**config.mk**
```make
export PLATFORM = sky130hd
export DESIGN_NAME = parking_access_ctrl
export DESIGN_NICKNAME = d
export VERILOG_FILES = /design/src/rtl/parking_access_ctrl.sv
export SDC_FILE = /design/constraint.sdc
export NUM_CORES = 1
export LEC_CHECK = 0
export CORE_ASPECT_RATIO = 1.4
export CORE_MARGIN = 2
export CORE_UTILIZATION = 55
export DETAILED_ROUTE_END_ITERATION = 6
export PLACE_DENSITY = 0.81
export SYNTH_ARGS = -nofsm -noshare
export SYNTH_HDL_FRONTEND = slang
export SYNTH_SLANG_ARGS = --single-unit
```
**constraint.sdc**
```tcl
create_clock -name clk -period 2.6 [get_ports clk]
set_input_delay 0.39 -clock clk [delete_from_list [all_inputs] [get_ports clk]]
set_output_delay 0.39 -clock clk [all_outputs]
set_load 0.05 [all_outputs]
```
**src/rtl/parking_access_ctrl.sv**
```systemverilog
// Parking-lot access controller: occupancy counting, password-gated entry,
// retry lockout and timed gate control with fully registered outputs.
module parking_access_ctrl #(
    parameter int unsigned CAPACITY       = 8,
    parameter int unsigned PW_LEN         = 4,
    parameter int unsigned PW_DIGIT_W     = 3,
    parameter int unsigned MAX_TRIES      = 3,
    parameter int unsigned GATE_CYCLES    = 100000000,
    parameter int unsigned LOCKOUT_CYCLES = 500000000,
    parameter int unsigned TIMEOUT_CYCLES = 1000000000
) (
    input  logic                           clk,
    input  logic                           rst,
    input  logic                           enter_req,
    input  logic                           exit_req,
    input  logic                           pw_valid,
    input  logic [PW_DIGIT_W-1:0]          pw_digit,
    input  logic [PW_LEN*PW_DIGIT_W-1:0]   pw_key,
    output logic [$clog2(CAPACITY+1)-1:0]  count,
    output logic                           full,
    output logic                           empty,
    output logic                           gate_open,
    output logic                           pw_prompt,
    output logic                           pw_fail,
    output logic                           reject,
    output logic                           locked,
    output logic [2:0]                     state
);

    localparam int unsigned CW   = $clog2(CAPACITY + 1);
    localparam int unsigned IW   = (PW_LEN > 1) ? $clog2(PW_LEN) : 1;
    localparam int unsigned TRW  = $clog2(MAX_TRIES + 1);
    localparam int unsigned TM1  = (GATE_CYCLES > LOCKOUT_CYCLES) ? GATE_CYCLES : LOCKOUT_CYCLES;
    localparam int unsigned TMAX = (TM1 > TIMEOUT_CYCLES) ? TM1 : TIMEOUT_CYCLES;
    localparam int unsigned TW   = $clog2(TMAX + 1);

    typedef enum logic [2:0] {
        StIdle    = 3'd0,
        StPwEntry = 3'd1,
        StGateIn  = 3'd2,
        StGateOut = 3'd3,
        StLockout = 3'd4
    } state_e;

    state_e                  state_q, state_d;
    logic [CW-1:0]           count_q, count_d;
    logic [IW-1:0]           idx_q, idx_d;
    logic                    mismatch_q, mismatch_d;
    logic [TRW-1:0]          tries_q, tries_d;
    logic [TW-1:0]           timer_q, timer_d;
    logic                    reject_q, reject_d;
    logic                    pw_fail_q, pw_fail_d;
    logic                    full_q, empty_q, gate_q, prompt_q, locked_q;
    logic [PW_DIGIT_W-1:0]   key_digit;
    logic                    bad_so_far;

    always_comb begin
        key_digit = '0;
        for (int i = 0; i < PW_LEN; i++) begin
            if (idx_q == IW'(i)) key_digit = pw_key[i*PW_DIGIT_W +: PW_DIGIT_W];
        end
    end

    // Sticky mismatch including the digit being strobed this cycle.
    assign bad_so_far = mismatch_q | (pw_digit != key_digit);

    always_comb begin
        state_d    = state_q;
        count_d    = count_q;
        idx_d      = idx_q;
        mismatch_d = mismatch_q;
        tries_d    = tries_q;
        timer_d    = timer_q;
        reject_d   = 1'b0;
        pw_fail_d  = 1'b0;
        case (state_q)
            StIdle: begin
                if (exit_req) begin
                    if (count_q != '0) begin
                        state_d = StGateOut;
                        count_d = count_q - CW'(1);
                        timer_d = '0;
                    end else begin
                        reject_d = 1'b1;
                    end
                end else if (enter_req) begin
                    if (count_q != CW'(CAPACITY)) begin
                        state_d    = StPwEntry;
                        idx_d      = '0;
                        mismatch_d = 1'b0;
                        timer_d    = '0;
                    end else begin
                        reject_d = 1'b1;
                    end
                end
            end
            StPwEntry: begin
                if (pw_valid) begin
                    timer_d    = '0;
                    mismatch_d = bad_so_far;
                    idx_d      = idx_q + IW'(1);
                    if (idx_q == IW'(PW_LEN - 1)) begin
                        if (!bad_so_far) begin
                            state_d = StGateIn;
                            count_d = count_q + CW'(1);
                            tries_d = '0;
                        end else begin
                            pw_fail_d = 1'b1;
                            tries_d   = tries_q + TRW'(1);
                            state_d   = (tries_d == TRW'(MAX_TRIES)) ? StLockout : StIdle;
                        end
                    end
                end else if (timer_q == TW'(TIMEOUT_CYCLES - 1)) begin
                    state_d = StIdle;
                end else begin
                    timer_d = timer_q + TW'(1);
                end
            end
            StGateIn, StGateOut: begin
                if (timer_q == TW'(GATE_CYCLES - 1)) begin
                    state_d = StIdle;
                end else begin
                    timer_d = timer_q + TW'(1);
                end
            end
            StLockout: begin
                if (timer_q == TW'(LOCKOUT_CYCLES - 1)) begin
                    state_d = StIdle;
                    tries_d = '0;
                end else begin
                    timer_d = timer_q + TW'(1);
                end
            end
            default: state_d = StIdle;
        endcase
    end

    always_ff @(posedge clk) begin
        if (!rst) begin
            state_q    <= StIdle;
            count_q    <= '0;
            idx_q      <= '0;
            mismatch_q <= 1'b0;
            tries_q    <= '0;
            timer_q    <= '0;
            reject_q   <= 1'b0;
            pw_fail_q  <= 1'b0;
            full_q     <= 1'b0;
            empty_q    <= 1'b1;
            gate_q     <= 1'b0;
            prompt_q   <= 1'b0;
            locked_q   <= 1'b0;
        end else begin
            state_q    <= state_d;
            count_q    <= count_d;
            idx_q      <= idx_d;
            mismatch_q <= mismatch_d;
            tries_q    <= tries_d;
            timer_q    <= timer_d;
            reject_q   <= reject_d;
            pw_fail_q  <= pw_fail_d;
            full_q     <= (count_d == CW'(CAPACITY));
            empty_q    <= (count_d == '0);
            gate_q     <= (state_d == StGateIn) || (state_d == StGateOut);
            prompt_q   <= (state_d == StPwEntry);
            locked_q   <= (state_d == StLockout);
        end
    end

    assign count     = count_q;
    assign full      = full_q;
    assign empty     = empty_q;
    assign gate_open = gate_q;
    assign pw_prompt = prompt_q;
    assign pw_fail   = pw_fail_q;
    assign reject    = reject_q;
    assign locked    = locked_q;
    assign state     = state_q;

endmodule
```
**Yosys cells after proc, flatten, opt, wreduce, memory -nomap -nowiden**

Index checks and enable logic that the tools add are counted.

- Bits in writable memories: 0
- Memories kept: 0
- Output and inout bits: 14
- Bits in latches: 0
- Logic and storage cells: 114
- Memory bits (read-only): 0
- Register bits after elaboration: 49

- Div/mod/pow operators: 0
- Multipliers: 0
- Equal/unequal tests: 30
- Muxes and demuxes: 51
- $add $sub $neg: 5
- Shifts and indexed selects: 0
- Reductions and logical operators: 14
- $lt $le $gt $ge: 0
- Bitwise logic cells: 1

Operator list:

| kind | count |
|---|---|
| 30-bit 2-to-1 mux | 8 |
| 30-bit one-hot mux with 4 select lines | 1 |
| 3-bit 2-to-1 mux | 15 |
| 30-bit by 1-bit adder with 30-bit output, second input constant | 1 |
| 30-bit by 27-bit equality test with 1-bit output, second input constant | 1 |
| 30-bit by 29-bit equality test with 1-bit output, second input constant | 1 |
| 30-bit equality test, second input constant | 1 |
| 4-bit 2-to-1 mux | 5 |
| 2-bit 2-to-1 mux | 8 |
| 2-bit != test, second input constant | 8 |
| 3-bit by 2-bit equality test with 1-bit output, second input constant | 4 |
| 3-bit != test, second input constant | 4 |
| 3-bit one-hot mux with 4 select lines | 1 |
| 1-bit 2-to-1 mux | 9 |
| 2-bit one-hot mux with 2 select lines | 2 |
| 4-bit one-hot mux with 2 select lines | 1 |
| 4-bit AND reduction | 2 |
| 4-bit nonzero test | 2 |
| 7-bit AND reduction | 1 |
| 2-bit equality test, second input constant | 3 |
| 3-bit by 1-bit equality test with 1-bit output, second input constant | 2 |
| 3-bit equality test, second input constant | 2 |
| 5-bit AND reduction | 1 |
| 2-bit by 1-bit adder with 2-bit output, second input constant | 2 |
| 15 further kinds | 16 |

**Logic depth before layout (Yosys ltp)**

Gate-level depths: netlist of the first run.

- Word-level depth: 13
- Mapped depth: 10
- Mapped depth without buffers: 9

**Worst setup path before layout of the first run**

OpenSTA, ideal clock, no wires.

- Path kind: register to register
- Start: register count_q[0], in the netlist count[0]
- End: register timer_q[26]
- Setup slack: 0.007 ns
- Setup time: 0.115 ns
- Period minus slack after synthesis: 2.593 ns
- Required time: 2.485 ns
- Stages on the path, launching flop included: 11
- Arrival: 2.478 ns
- Path buffers: 1
- Cell sequence: dfxtp_1 > inv_1 > ha_1 > or3b_2 > nand2_1 > a31oi_1 > and3_1 > clkbuf_1 > nand2_1 > xnor2_1 > and2_1

- Word-level cells in the longest chain between the ends: 3
- Elaborated cells on any way between the ends: 5
- Classes of those cells: eq/ne (3); reduce/logical (2)

Ends and longest elaborated chain:

| item | line | text |
|---|---|---|
| from (decl) | 46 | `logic [CW-1:0] count_q, count_d;` |
| from (signal assigned) | 155 | `count_q <= count_d;` |
| 4-bit != test or 4-bit nonzero test (tied branches) | 87, 79 |  |
| 3-bit != test (no source line) | -- |  |
| 7-bit AND reduction (no source line) * | -- |  |
| to (signal assigned) | 159 | `timer_q <= timer_d;` |
| to (decl) | 50 | `logic [TW-1:0] timer_q, timer_d;` |

Every way passes the cells marked *; elsewhere a longest branch is shown, timed or not.
A chain may end at the register's enable or synchronous reset.

**Worst setup path in the final report of the first run**

- Start: register idx_q[1]
- End: register empty_q, in the netlist empty

- Word-level cells in the longest chain between the ends: 12
- Elaborated cells on any way between the ends: 15
- Classes of those cells: eq/ne (4); mux (8); bitwise (1); reduce/logical (2)

Ends and longest elaborated chain:

| item | line | text |
|---|---|---|
| from (decl) | 47 | `logic [IW-1:0] idx_q, idx_d;` |
| from (signal assigned) | 156 | `idx_q <= idx_d;` |
| 2-bit logical NOT | 60 | `if (idx_q == IW'(i)) key_digit = pw_key[i*PW_DIGIT_W +: PW_DIGIT_W];` |
| 3-bit 2-to-1 mux (4 in a row) | 60 |  |
| 3-bit != test | 65 | `assign bad_so_far = mismatch_q \| (pw_digit != key_digit);` |
| 1-bit bitwise OR | 65 |  |
| 4-bit 2-to-1 mux | 103 | `if (!bad_so_far) begin` |
| 4-bit 2-to-1 mux * | 102 | `if (idx_q == IW'(PW_LEN - 1)) begin` |
| 4-bit 2-to-1 mux * | 98 | `if (pw_valid) begin` |
| 4-bit one-hot mux with 2 select lines * | 76 | `case (state_q)` |
| 4-bit logical NOT * | 163 | `empty_q <= (count_d == '0);` |
| to (signal assigned) | 163 |  |
| to (decl) | 53 | `logic full_q, empty_q, gate_q, prompt_q, locked_q;` |

Marked as above.

==> out/results.txt, run 1 <==
TritonCTS built the clock tree. Largest area contributor in the netlist: sky130_fd_sc_hd__dfxtp_1. The tools report the kind of launch point of the worst setup path as a flip-flop.

The effective utilization at floorplan is 0.564, and the remaining number of nets flagged by the antenna check after routing is 0. The relative contribution of combinational cells to total power came out at 0.498. Least setup slack across all paths after layout: 0.113 ns. Counting flops and latches in the post-synthesis netlist gives 49.

The portion of total power attributed to the clock network came out at 0.157. The power after layout is 2.64 mW. The aggregate routed wire length is 7170 um, and the peak fanout along the critical path is 8. The first global-routing pass estimated 12000 um of wire. The initial antenna violation count is 0, and the vias per cell is 5.95.

Synthesis handed over a netlist of 353 instances. At the end of the flow, the number of nets in the layout was 424. Routability-driven placement finished with a final weighted congestion of 0.920. The power density normalized to cell area came out at 757 nW/um2. The tools report the deepest level of the CTS H-tree as 2.

CTS placed an instance of sky130_fd_sc_hd__clkbuf_8 at the clock tree root. Cell with the most instances after synthesis: sky130_fd_sc_hd__nor2_1. The sequential power share is 0.346, and the maximum count of clock buffers along a single path is 2.

Estimated wirelength of the detail-placed design: 5440 um. The routed layout has 2735 vias. The via count of the first global-routing pass came out at 2612. The area share of the largest cell type after synthesis works out to 0.340. The floorplan has 31 rows. For the hold violation total from the final report, the log shows 0. The die covers 5850 um2. The Yosys step of the flow raised 0 warnings.

The total CTS buffers was 5. Clock latency reported for the late side of the worst-skew pair: 0.30 ns. The critical path start-end classification was reg -> reg. The share of cells above drive strength 1 works out to 0.119.

The sequential element share of the synthesized area was 0.340. The primary flip-flop cell chosen by synthesis mapping is sky130_fd_sc_hd__dfxtp_1. Clock-pin slew was measured on the worst setup and hold paths at 0.09 ns. The synthesized design contains 0 enable-type register cells.

The final standard cell count with taps included and fillers excluded came out at 460. For the pin with the worst max-slew slack, the measured transition is 0.681 ns. The analysis attributes to cell leakage a power of 1.17 nW. The area growth from synthesis to layout is 21.0%. Averaged over all synthesized cells, the footprint is 8.18 um2. During placement, the flow inserted port buffers numbering 33. Global-route congestion overflow total: 0. The run gives 382 as the net count after synthesis.

Type of destination of the critical path: a flip-flop. The switching share of power came out at 0.425. The area of the core region is 5120 um2, and the area of the mapped netlist is 2890 um2. The overall fraction of global-route tracks in use is 0.251. For this design, the CTS-stage hold fixing added 0 buffers. For the pre-CTS setup slack, the log shows -0.0416 ns. The CTS sink count was 49; the number of DRC markers in iteration 0 was 218. The normalized max-slew margin is 0.543. Final-report max-slew violation count: 0. The type of the most critical hold path is reg -> reg. On the final layout, the worst clock skew is 0.00959 ns. For the placed cell count, the log shows 453. For the number of detailed-routing iterations run before antenna repair, the log shows 4. The internal power component was 1.52 mW. The tools report the number of maximum-capacitance violations as 0. The largest net degree at the start of global routing is 16, and the number of antenna repair diodes is 0. The time the final worst path needs with I/O delays and setup was 2.49 ns; the height of the die was 89.7 um. Dividing the detail-routed wire length by the instance count gives 15.6 um. The achievable clock frequency is 0.402 GHz. By area the synthesized netlist is led by sky130_fd_sc_hd__dfxtp_1, sky130_fd_sc_hd__nor2_1, sky130_fd_sc_hd__xnor2_1. The logs give 65 for the number of library cell types mapped by synthesis and 0.370 mV for the peak supply drop. At the worst endpoint, the arrival time is 2.70 ns.

Sorting the synthesized cells by how often they occur yields sky130_fd_sc_hd__nor2_1, sky130_fd_sc_hd__dfxtp_1, sky130_fd_sc_hd__nand2_1, sky130_fd_sc_hd__xnor2_1. The number of top-level design ports came out at 34. Setup violations remaining at the end of the flow were counted as 0. In this run the power spent charging and discharging nets is 1.12 mW. The proportion of register bits with asynchronous set or reset after synthesis is 0, and the final worst-path cycle share is 0.956. Die width: 65.2 um. The required time of the worst setup path is 2.82 ns. The run finished with clean final reports. After detailed routing, the number of remaining DRC violations is 0.
worst max-delay path: stages, from the launching register on:
cell,delay (ns)
sky130_fd_sc_hd__dfxtp_1,0.40
sky130_fd_sc_hd__inv_1,0.10
sky130_fd_sc_hd__ha_4,0.20
sky130_fd_sc_hd__and3b_1,0.27
sky130_fd_sc_hd__a2111oi_4,0.07
sky130_fd_sc_hd__o31ai_1,0.37
sky130_fd_sc_hd__o2111a_4,0.36
sky130_fd_sc_hd__a31oi_1,0.09
sky130_fd_sc_hd__o31a_1,0.33
sky130_fd_sc_hd__a311oi_2,0.20
kinds of logic after synthesis:
kind of cell    share of synthesized area
xor+xnor                           0.0789
buf+inv                            0.0377
mux                               0.00347
fa+ha+maj                          0.0390
compound gates                      0.158
flops                               0.340
simple gates                        0.344
power groups by stage:
stage	clock, mW	combinational, mW	sequential [mW]
3_3_place_gp	0	1.22	0.926
4_1_cts	0.424	1.26	0.912
3_5_place_dp	0	1.25	0.928
2_1_floorplan	0	0.696	1.10
5_1_grt	0.462	1.41	0.929
6_report	0.414	1.32	0.914
state kept, by name, indices dropped and copies added (netlist names):
register / count
count: 4
state: 3
idx_q: 2
timer_q: 30
pw_prompt: 1
full: 1
locked: 1
tries_q: 2
reject: 1
pw_fail: 1
mismatch_q: 1
empty: 1
gate_open: 1
cell type report:
| class | count | area, um2 |
|---|---|---|
| Clock inverter | 1 | 5.00 |
| Fill cell | 430 | 1630 |
| Timing Repair Buffer | 46 | 428 |
| Tap cell | 66 | 82.6 |
| Sequential cell | 49 | 982 |
| Multi-Input combinational cell | 276 | 1860 |
| Inverter | 17 | 63.8 |
| Clock buffer | 5 | 68.8 |
final timing paths:
path / start / endpoint / slack (ns) / cells after the start
setup / recovery: idx_q[1]$_SDFFE_PN0P_ / empty$_SDFF_PN1_ / 0.11 / 9
hold / removal: timer_q[23]$_SDFFE_PN0P_ / timer_q[23]$_SDFFE_PN0P_ / 0.50 / 2
setup reg to reg: idx_q[1]$_SDFFE_PN0P_ / empty$_SDFF_PN1_ / 0.11 / 9
hold reg to reg: timer_q[23]$_SDFFE_PN0P_ / timer_q[23]$_SDFFE_PN0P_ / 0.50 / 2
repair_timing:
| item | CTS | global route |
|---|---|---|
| buffers inserted | 0 | 1 |
| setup endpoints to repair | 1 | 10 |
| pin swaps | 0 | 4 |
| resized for setup | 2 | 9 |
| endpoints found under the hold margin | 0 | 0 |
cells in the final DEF (no fill, tap or decap), types with 5 or more instances in the layout:
master / instances
sky130_fd_sc_hd__a21oi_1: 10
sky130_fd_sc_hd__buf_4: 13
sky130_fd_sc_hd__clkbuf_8: 5
sky130_fd_sc_hd__o21ai_0: 9
sky130_fd_sc_hd__nor2_1: 57
sky130_fd_sc_hd__nand3_1: 16
sky130_fd_sc_hd__nand2_1: 28
sky130_fd_sc_hd__nand4_1: 9
sky130_fd_sc_hd__and3_1: 8
sky130_fd_sc_hd__or3_1: 6
sky130_fd_sc_hd__inv_1: 16
sky130_fd_sc_hd__nor4_1: 10
sky130_fd_sc_hd__a31oi_1: 5
sky130_fd_sc_hd__xnor2_1: 23
sky130_fd_sc_hd__ha_1: 6
sky130_fd_sc_hd__clkdlybuf4s50_1: 33
sky130_fd_sc_hd__nor3_1: 13
sky130_fd_sc_hd__dfxtp_1: 48
through the flow:
step,area [um2],hold slack (ns),setup TNS (ns),util
global route,3490,0.525,-0.0279,0.683
finish,3490,0.501,0,0.683
floorplan,2890,0.455,0,-
global placement,3350,0.470,0,0.653
detailed placement,3350,0.486,-0.0416,0.653
CTS,3430,0.498,0,0.670
layer usage:
metal  GRT usage  wire length (um)  vias to the layer above
met4      0.0781               162                        0
met2       0.460              3790                       71
met1       0.289              2950                     1298
met5           0                 0                        -
met3      0.0388               272                       16
li1            -                 -                     1350
Note: power is estimated with default switching activity, not from simulation.
==> run 2: changes to the inputs <==
CELL_PAD_IN_SITES_DETAIL_PLACEMENT = 0   (was not set)
CELL_PAD_IN_SITES_GLOBAL_PLACEMENT = 1   (was not set)
CORE_UTILIZATION = 42   (was 55)
PLACE_DENSITY = 0.82   (was 0.81)
==> out/results.txt, run 2 (same netlist as run 1, synthesis figures left out) <==
The overall die area is 7560 um2 (was 5850 um2). The run gives 0.467 (was 0.498) as the relative contribution of combinational cells to total power. The cell type group with the largest total delay on the critical path is compound AO/OA/AOI/OAI gates (unchanged). The area of the core region is 6610 um2 (was 5120 um2), and the sum of negative setup slack is 0 ns (unchanged). The switching share of power works out to 0.406 (was 0.425). The logs give 12300 um (was 12000 um) for the global-route wire length before repair and 0 (unchanged) for the final number of setup-violating endpoints. Leading cell type in the layout, fill and taps excluded: sky130_fd_sc_hd__nor2_1 (unchanged). The normalized max-slew margin came out at 0.521 (was 0.543). The final hold slack was 0.493 ns (was 0.501 ns). Largest stage delay on the critical path: 0.35 ns (was 0.40 ns). The final-layout fill cell count is 647 (was 430), and the actual transition at the worst max-transition pin is 0.713 ns (was 0.681 ns). Power after layout: 2.79 mW (was 2.64 mW). Time the final worst path needs with I/O delays and setup: 2.43 ns (was 2.49 ns). The initial antenna violation count is 0 (unchanged), and the peak fanout along the critical path is 8 (unchanged). The vias per cell is 5.53 (was 5.95).

The area of placed instances was 3390 um2 (was 3350 um2). The largest net degree at the start of global routing came out at 15 (was 16). The aggregate routed wire length was 7310 um (was 7170 um); the core occupancy in the finished layout was 0.540 (was 0.683).

The post-detailed-route wirelength per cell was 14.9 um (was 15.6 um). Type of destination of the critical path: a flip-flop (unchanged). The clock latency reported for the late side of the worst-skew pair is 0.30 ns (about the same). The buffering stage count on the worst path with inverters included works out to 2 (was 1).

The tools report the detailed-route via count as 2710 (was 2735). The run gives 5 (unchanged) as the total CTS buffers. The growth of design area from synthesis to finish is 23.7% (was 21.0%), and the via count of the first global-routing pass is 2625 (was 2612). The cell at the slowest stage of the critical path is sky130_fd_sc_hd__dfxtp_2 (was sky130_fd_sc_hd__dfxtp_1).

The number of maximum-capacitance violations is 0 (unchanged). The tools report the kind of launch point of the worst setup path as a flip-flop (unchanged). The routability congestion estimate from global placement is 0.899 (was 0.920). The internal power component came out at 1.65 mW (was 1.52 mW).

The tools report the number of antenna repair diodes as 0 (unchanged). The worst clock skew on the final layout was 0.00459 ns (was 0.00959 ns); the sequential power share was 0.329 (was 0.346). The number of flip-flops in the largest register is 30 (unchanged). Critical path start-end classification: reg -> reg (unchanged). The logs give 35 (was 31) for the count of standard-cell rows and 0 (unchanged) for the quantity of hold-fixing buffers added after cts. The static power due to leakage came out at 1.21 nW (was 1.17 nW).

The run finished with clean final reports. The overall fraction of global-route tracks in use is 0.205 (was 0.251). Cell chain of the critical path: inv_1, ha_1, a211oi_1, a211oi_1, xnor2_1, buf_4, o2111a_4, a31oi_1, o31a_1, nor3b_2 (was inv_1, ha_4, and3b_1, a2111oi_4, o31ai_1, o2111a_4, a31oi_1, o31a_1, a311oi_2). The final worst-path cycle share came out at 0.934 (was 0.956). For the peak supply drop, the log shows 0.332 mV (was 0.370 mV). The number of buffer cells added on primary ports was 33 (unchanged); the final routed DRC violation total was 0 (unchanged). Register containing the most flip-flops in the final layout: timer_q (unchanged). The type of the most critical hold path is reg -> reg (unchanged). The logs give 49 (unchanged) for the CTS sink count and 2 (unchanged) for the maximum count of clock buffers along a single path. TritonCTS built the clock tree. The hold violation total from the final report was 0 (unchanged); the global-route congestion overflow total was 0 (unchanged). The run gives 0 (unchanged) as the remaining number of nets flagged by the antenna check after routing.

The number of top-level design ports is 34 (unchanged), and the arrival time of the worst setup path is 2.62 ns (was 2.70 ns). The die width was 74.1 um (was 65.2 um); the portion of total power attributed to the clock network was 0.204 (was 0.157). Commonest cells after routing, fill and taps aside: sky130_fd_sc_hd__nor2_1, sky130_fd_sc_hd__dfxtp_1, sky130_fd_sc_hd__clkdlybuf4s50_1, sky130_fd_sc_hd__nand2_1, sky130_fd_sc_hd__xnor2_1 (unchanged). The number of detailed-routing iterations run before antenna repair was 4 (unchanged).

For the estimated wirelength of the detail-placed design, the log shows 5560 um (was 5440 um). For the number of DRC markers in iteration 0, the log shows 101 (was 218). Height of the die: 102 um (was 89.7 um). For the final instance area, the log shows 3570 um2 (was 3490 um2). The cell chosen for the clock root was sky130_fd_sc_hd__clkbuf_8 (unchanged). The tools report the net switching component of the power as 1.13 mW (was 1.12 mW). The most frequent cell on the critical path was sky130_fd_sc_hd__a211oi_1.

Required time of the worst setup path: 2.79 ns (was 2.82 ns). For the least setup slack across all paths after layout, the log shows 0.171 ns (was 0.113 ns). The logs give 2 (unchanged) for the deepest level of the CTS H-tree and 0.437 (was 0.564) for the effective utilization at floorplan.

The achievable clock frequency came out at 0.412 GHz (was 0.402 GHz). The final-stage net count came out at 426 (was 424). The clock transition at the registers of the reported paths works out to 0.09 ns (about the same). The final-report max-slew violation count was 0 (unchanged); the placed cell count was 481 (was 453). The tools report the final standard cell count with taps included and fillers excluded as 490 (was 460). The pre-CTS setup slack is -0.0199 ns (was -0.0416 ns). The share of cells above drive strength 1 is 0.123 (was 0.119), and the power density normalized to cell area is 779 nW/um2 (was 757 nW/um2).
==> run 2: layout make-up <==
type	instances	area (um2)	area share
Clock buffer	7	86.3	0.0242
Clock inverter	1	30.0	0.00840
Inverter	17	63.8	0.0179
Multi-Input combinational cell	276	1850	0.518
Sequential cell	49	983	0.275
Tap cell	92	115	0.0322
Timing Repair Buffer	48	443	0.124
==> run 2: final timing paths <==
check | start | end | slack (ns) | cells past startpoint
setup / recovery | idx_q[0]$_SDFFE_PN0P_ | full$_SDFF_PN0_ | 0.17 | 10
hold / removal | timer_q[23]$_SDFFE_PN0P_ | timer_q[23]$_SDFFE_PN0P_ | 0.49 | 2
setup reg to reg | idx_q[0]$_SDFFE_PN0P_ | full$_SDFF_PN0_ | 0.17 | 10
hold reg to reg | timer_q[23]$_SDFFE_PN0P_ | timer_q[23]$_SDFFE_PN0P_ | 0.49 | 2
==> run 2: timing repair <==
item | in CTS | in global routing
gates resized for setup | 0 | 9
setup buffers | 0 | 1
endpoints found under the setup margin | 0 | 7
==> run 2: power groups by stage <==
stage                     Sequential, mW  Combinational [mW]  Clock [mW]
final                              0.916                1.30       0.569
after global routing               0.929                1.41       0.618
after CTS                          0.912                1.26       0.586
after detailed placement           0.930                1.26           0
after global placement             0.930                1.25           0
after floorplan                     1.10               0.696           0
==> run 2: metal layers <==
layer,global-route usage,up-vias,share of wire
li1,-,1361,-
met5,0,-,0
met2,0.374,56,0.52
met3,0.0316,15,0.032
met4,0.0713,0,0.025
met1,0.237,1278,0.43
==> run 2: tightest hold or removal path, stage by stage (launching register included) <==
cell and delay (ns):
sky130_fd_sc_hd__dfxtp_1 0.34, sky130_fd_sc_hd__nand2_1 0.06, sky130_fd_sc_hd__o21ai_1 0.05
==> run 3: changes to the inputs <==
ABC_AREA = 1   (was not set)
CORE_UTILIZATION = 41   (was 42)
PLACE_DENSITY = not set   (was 0.82)
PLACE_DENSITY_LB_ADDON = 0.1   (was not set)
==> out/results.txt, run 3 <==
The net switching component of the power is 1.74 mW (was 1.13 mW), and the synthesized area per cell is 6.20 um2 (was 8.18 um2). Largest cells by area after synthesis: sky130_fd_sc_hd__dfxtp_1, sky130_fd_sc_hd__nand2_1, sky130_fd_sc_hd__nor2_1 (was sky130_fd_sc_hd__dfxtp_1, sky130_fd_sc_hd__nor2_1, sky130_fd_sc_hd__xnor2_1). The die width was 85.1 um (was 74.1 um); the power after layout was 3.51 mW (was 2.79 mW). The run gives 0 (unchanged) as the hold violation total from the final report.

The number of antenna repair diodes is 0 (unchanged). For the count of cells resized by post-cts repair, the log shows 0 (unchanged). The effective utilization at floorplan is 0.421 (was 0.437).

The run gives 2 (unchanged) as the deepest level of the CTS H-tree. The number of buffer cells added on primary ports was 33 (unchanged); the final routed DRC violation total was 0 (unchanged). TritonCTS built the clock tree. The tools report the CTS sink count as 49 (unchanged). The internal power component was 1.78 mW (was 1.65 mW); the actual transition at the worst max-transition pin was 0.546 ns (was 0.713 ns). The primary flip-flop cell chosen by synthesis mapping was sky130_fd_sc_hd__dfxtp_1 (unchanged). The final-report max-slew violation count is 0 (unchanged). Aggregate routed wire length: 11400 um (was 7310 um). Commonest cells after routing, fill and taps aside: sky130_fd_sc_hd__nand2_1, sky130_fd_sc_hd__nor2_1, sky130_fd_sc_hd__inv_1, sky130_fd_sc_hd__dfxtp_1, sky130_fd_sc_hd__nand3_1 (was sky130_fd_sc_hd__nor2_1, sky130_fd_sc_hd__dfxtp_1, sky130_fd_sc_hd__clkdlybuf4s50_1, sky130_fd_sc_hd__nand2_1, sky130_fd_sc_hd__xnor2_1). The peak fanout along the critical path came out at 24 (was 8). The final standard cell count with taps included and fillers excluded came out at 749 (was 490). Leading cell type in the layout, fill and taps excluded: sky130_fd_sc_hd__nand2_1 (was sky130_fd_sc_hd__nor2_1). The tools report the portion of total power attributed to the clock network as 0.192 (was 0.204). The time the final worst path needs with I/O delays and setup works out to 2.30 ns (was 2.43 ns).

The number of flops mapped to enable cells by yosys is 0 (unchanged). Cell chain of the critical path: inv_1, ha_1, nand3_1, inv_1, a21oi_2, nor2_1, nor3_4, nand4_4, inv_2, o21ai_0, a21oi_1 (was inv_1, ha_1, a211oi_1, a211oi_1, xnor2_1, buf_4, o2111a_4, a31oi_1, o31a_1, nor3b_2). The quantity of hold-fixing buffers added after cts was 0 (unchanged); the final number of setup-violating endpoints was 0 (unchanged). The most frequent cell on the critical path is sky130_fd_sc_hd__inv_1 (was sky130_fd_sc_hd__a211oi_1). The logs give 0.270 (was 0.329) for the sequential power share and 0.938 (was 0.899) for the routability congestion estimate from global placement. The initial antenna violation count is 0 (unchanged), and the area of the core region is 8980 um2 (was 6610 um2).

The final hold slack came out at 0.530 ns (was 0.493 ns). Type of destination of the critical path: a flip-flop (unchanged). The type of the most critical hold path is reg -> reg (unchanged). Area of the mapped netlist: 3780 um2 (was 2890 um2).

The growth of design area from synthesis to finish works out to 15.6% (was 23.7%). The tools report the number of maximum-capacitance violations as 0 (unchanged). Setup repair after global routing left no endpoint under its margin. The clock transition at the registers of the reported paths is 0.08 ns (was 0.09 ns), and the largest net degree at the start of global routing is 37 (was 15). The number of DRC markers in iteration 0 came out at 212 (was 101). The total CTS buffers is 5 (unchanged), and the normalized max-slew margin is 0.635 (was 0.521). The power density normalized to cell area is 804 nW/um2 (was 779 nW/um2), and the arrival time of the worst setup path is 2.53 ns (was 2.62 ns). Static power due to leakage: 1.70 nW (was 1.21 nW).

For the final instance area, the log shows 4370 um2 (was 3570 um2). The cell chosen for the clock root was sky130_fd_sc_hd__clkbuf_16 (was sky130_fd_sc_hd__clkbuf_8). The synthesis warning total came out at 0 (unchanged). The required time of the worst setup path is 2.83 ns (was 2.79 ns).

The via count of the first global-routing pass is 3810 (was 2625). For the detailed-route via count, the log shows 3966 (was 2710). The number of library cell types mapped by synthesis is 38 (was 65). The register bit count reported by yosys was 49 (unchanged); the number of detailed-routing iterations run before antenna repair was 5 (was 4). The area share of the largest cell type after synthesis came out at 0.260 (was 0.340). Share of cells above drive strength 1: 0.103 (was 0.123). Peak supply drop: 0.611 mV (was 0.332 mV).

The cell with the most instances after synthesis was sky130_fd_sc_hd__nand2_1 (was sky130_fd_sc_hd__nor2_1). The remaining number of nets flagged by the antenna check after routing is 0 (unchanged), and the number of flip-flops in the largest register is 30 (unchanged). The area of placed instances came out at 4220 um2 (was 3390 um2). The sum of negative setup slack was 0 ns (unchanged). The register-to-register setup slack came out at 0.30 ns (was 0.17 ns).

The height of the die is 118 um (was 102 um). For the count of standard-cell rows, the log shows 41 (was 35). Register containing the most flip-flops in the final layout: timer_q (unchanged).

The overall die area was 10000 um2 (was 7560 um2). The number of top-level design ports is 34 (unchanged), and the placed cell count is 741 (was 481). The kind of launch point of the worst setup path is a flip-flop (unchanged). For the relative contribution of combinational cells to total power, the log shows 0.538 (was 0.467). The achievable clock frequency is 0.434 GHz (was 0.412 GHz).

Most frequent cells after synthesis: sky130_fd_sc_hd__nand2_1, sky130_fd_sc_hd__nor2_1, sky130_fd_sc_hd__inv_1, sky130_fd_sc_hd__dfxtp_1, sky130_fd_sc_hd__nand3_1 (was sky130_fd_sc_hd__nor2_1, sky130_fd_sc_hd__dfxtp_1, sky130_fd_sc_hd__nand2_1, sky130_fd_sc_hd__xnor2_1). The overall fraction of global-route tracks in use was 0.232 (was 0.205). Setup fix buffers added after clock tree synthesis: 0 (unchanged).

The cell at the slowest stage of the critical path was sky130_fd_sc_hd__inv_2 (was sky130_fd_sc_hd__dfxtp_2). The final-stage net count is 670 (was 426), and the proportion of register bits with asynchronous set or reset after synthesis is 0 (unchanged). Maximum count of clock buffers along a single path: 2 (unchanged). For the synthesized instance count, the log shows 609 (was 353). The vias per cell works out to 5.30 (was 5.53). The critical path start-end classification was reg -> reg (unchanged). For the net count after synthesis, the log shows 638 (was 382).

Estimated wirelength of the detail-placed design: 8650 um (was 5560 um). The global-route congestion overflow total is 0 (unchanged), and the switching share of power is 0.494 (was 0.406). The clock latency reported for the late side of the worst-skew pair is 0.30 ns (about the same), and the sequential element share of the synthesized area is 0.260 (was 0.340). The post-detailed-route wirelength per cell is 15.3 um (was 14.9 um), and the global-route wire length before repair is 18800 um (was 12300 um). The final worst-path cycle share is 0.885 (was 0.934), and the worst clock skew on the final layout is 0.00785 ns (was 0.00459 ns). The largest area contributor in the netlist was sky130_fd_sc_hd__dfxtp_1 (unchanged).

The flow ran to the end, and the final reports show no timing, DRC or antenna violations. The largest stage delay on the critical path was 0.42 ns (was 0.35 ns).
run 3: changes by cell type after synthesis, moves of 7 or more:
cell                      change
sky130_fd_sc_hd__nor4_1       -7
sky130_fd_sc_hd__nor3_1      +23
sky130_fd_sc_hd__nand2_1    +130
sky130_fd_sc_hd__nor2_1      +21
sky130_fd_sc_hd__xnor2_1     -19
sky130_fd_sc_hd__o21ai_2     +12
sky130_fd_sc_hd__and3_1       -8
sky130_fd_sc_hd__xor2_1      +18
sky130_fd_sc_hd__inv_1       +41
sky130_fd_sc_hd__nand3_1     +27
sky130_fd_sc_hd__a21oi_1     +31
sky130_fd_sc_hd__nand4_1      +8
sky130_fd_sc_hd__inv_2       +10
sky130_fd_sc_hd__o21ai_0      +7
run 3: final cells by class:
class	count	area, um2
Clock buffer	5	125
Clock inverter	3	22.5
Fill cell	949	4610
Inverter	70	263
Multi-Input combinational cell	467	2400
Sequential cell	49	981
Tap cell	107	134
Timing Repair Buffer	48	443
run 3: logic make-up (layout without fill, tap and decap cells):
family	count (synthesis)	after routing	share of synthesized area
AO/OA/AOI/OAI	77	77	0.119
XOR/XNOR	25	25	0.0580
adder cells (fa/ha/maj)	9	9	0.0298
buffers and inverters	93	126	0.105
flip-flops	49	49	0.260
AND/OR/NAND/NOR	356	356	0.428
run 3: per-stage QoR:
step	setup slack, ns	util
6_report	0.298	0.486
5_1_grt	0.0123	0.486
4_1_cts	0.258	0.486
3_5_place_dp	0.207	0.470
3_3_place_gp	0.259	0.470
2_1_floorplan	0.357	-
run 3: path summary, 6_finish.rpt:
check,end,from,cells after the start
max,timer_q[21]$_SDFFE_PN0P_,count[0]$_SDFF_PN0_,11
min,timer_q[7]$_SDFFE_PN0P_,timer_q[7]$_SDFFE_PN0P_,2
max reg2reg,timer_q[21]$_SDFFE_PN0P_,count[0]$_SDFF_PN0_,11
min reg2reg,timer_q[7]$_SDFFE_PN0P_,timer_q[7]$_SDFFE_PN0P_,2
run 3: metal layers:
metal | GRT usage | wire length, um | vias to the layer above
met4 | 0.110 | 401 | 0
met2 | 0.417 | 6000 | 89
met1 | 0.264 | 4610 | 1805
met5 | 0 | 0 | -
met3 | 0.0309 | 429 | 26
li1 | - | - | 2046
run 3: worst max-delay path: cells and delay by family, from the launching register on:
kind	cells	cell delay, ns
compound gates	3	0.46
buf+inv	3	0.61
flops	1	0.39
simple gates	4	0.50
fa+ha+maj	1	0.25
run 3: power groups by stage:
| stage | logic, mW | clock network, mW | registers, mW |
|---|---|---|---|
| after floorplan | 1.19 | 0 | 1.19 |
| after global placement | 1.90 | 0 | 0.965 |
| after detailed placement | 1.92 | 0 | 0.968 |
| after CTS | 1.92 | 0.685 | 0.951 |
| after global routing | 2.10 | 0.710 | 0.963 |
| final | 1.89 | 0.675 | 0.950 |
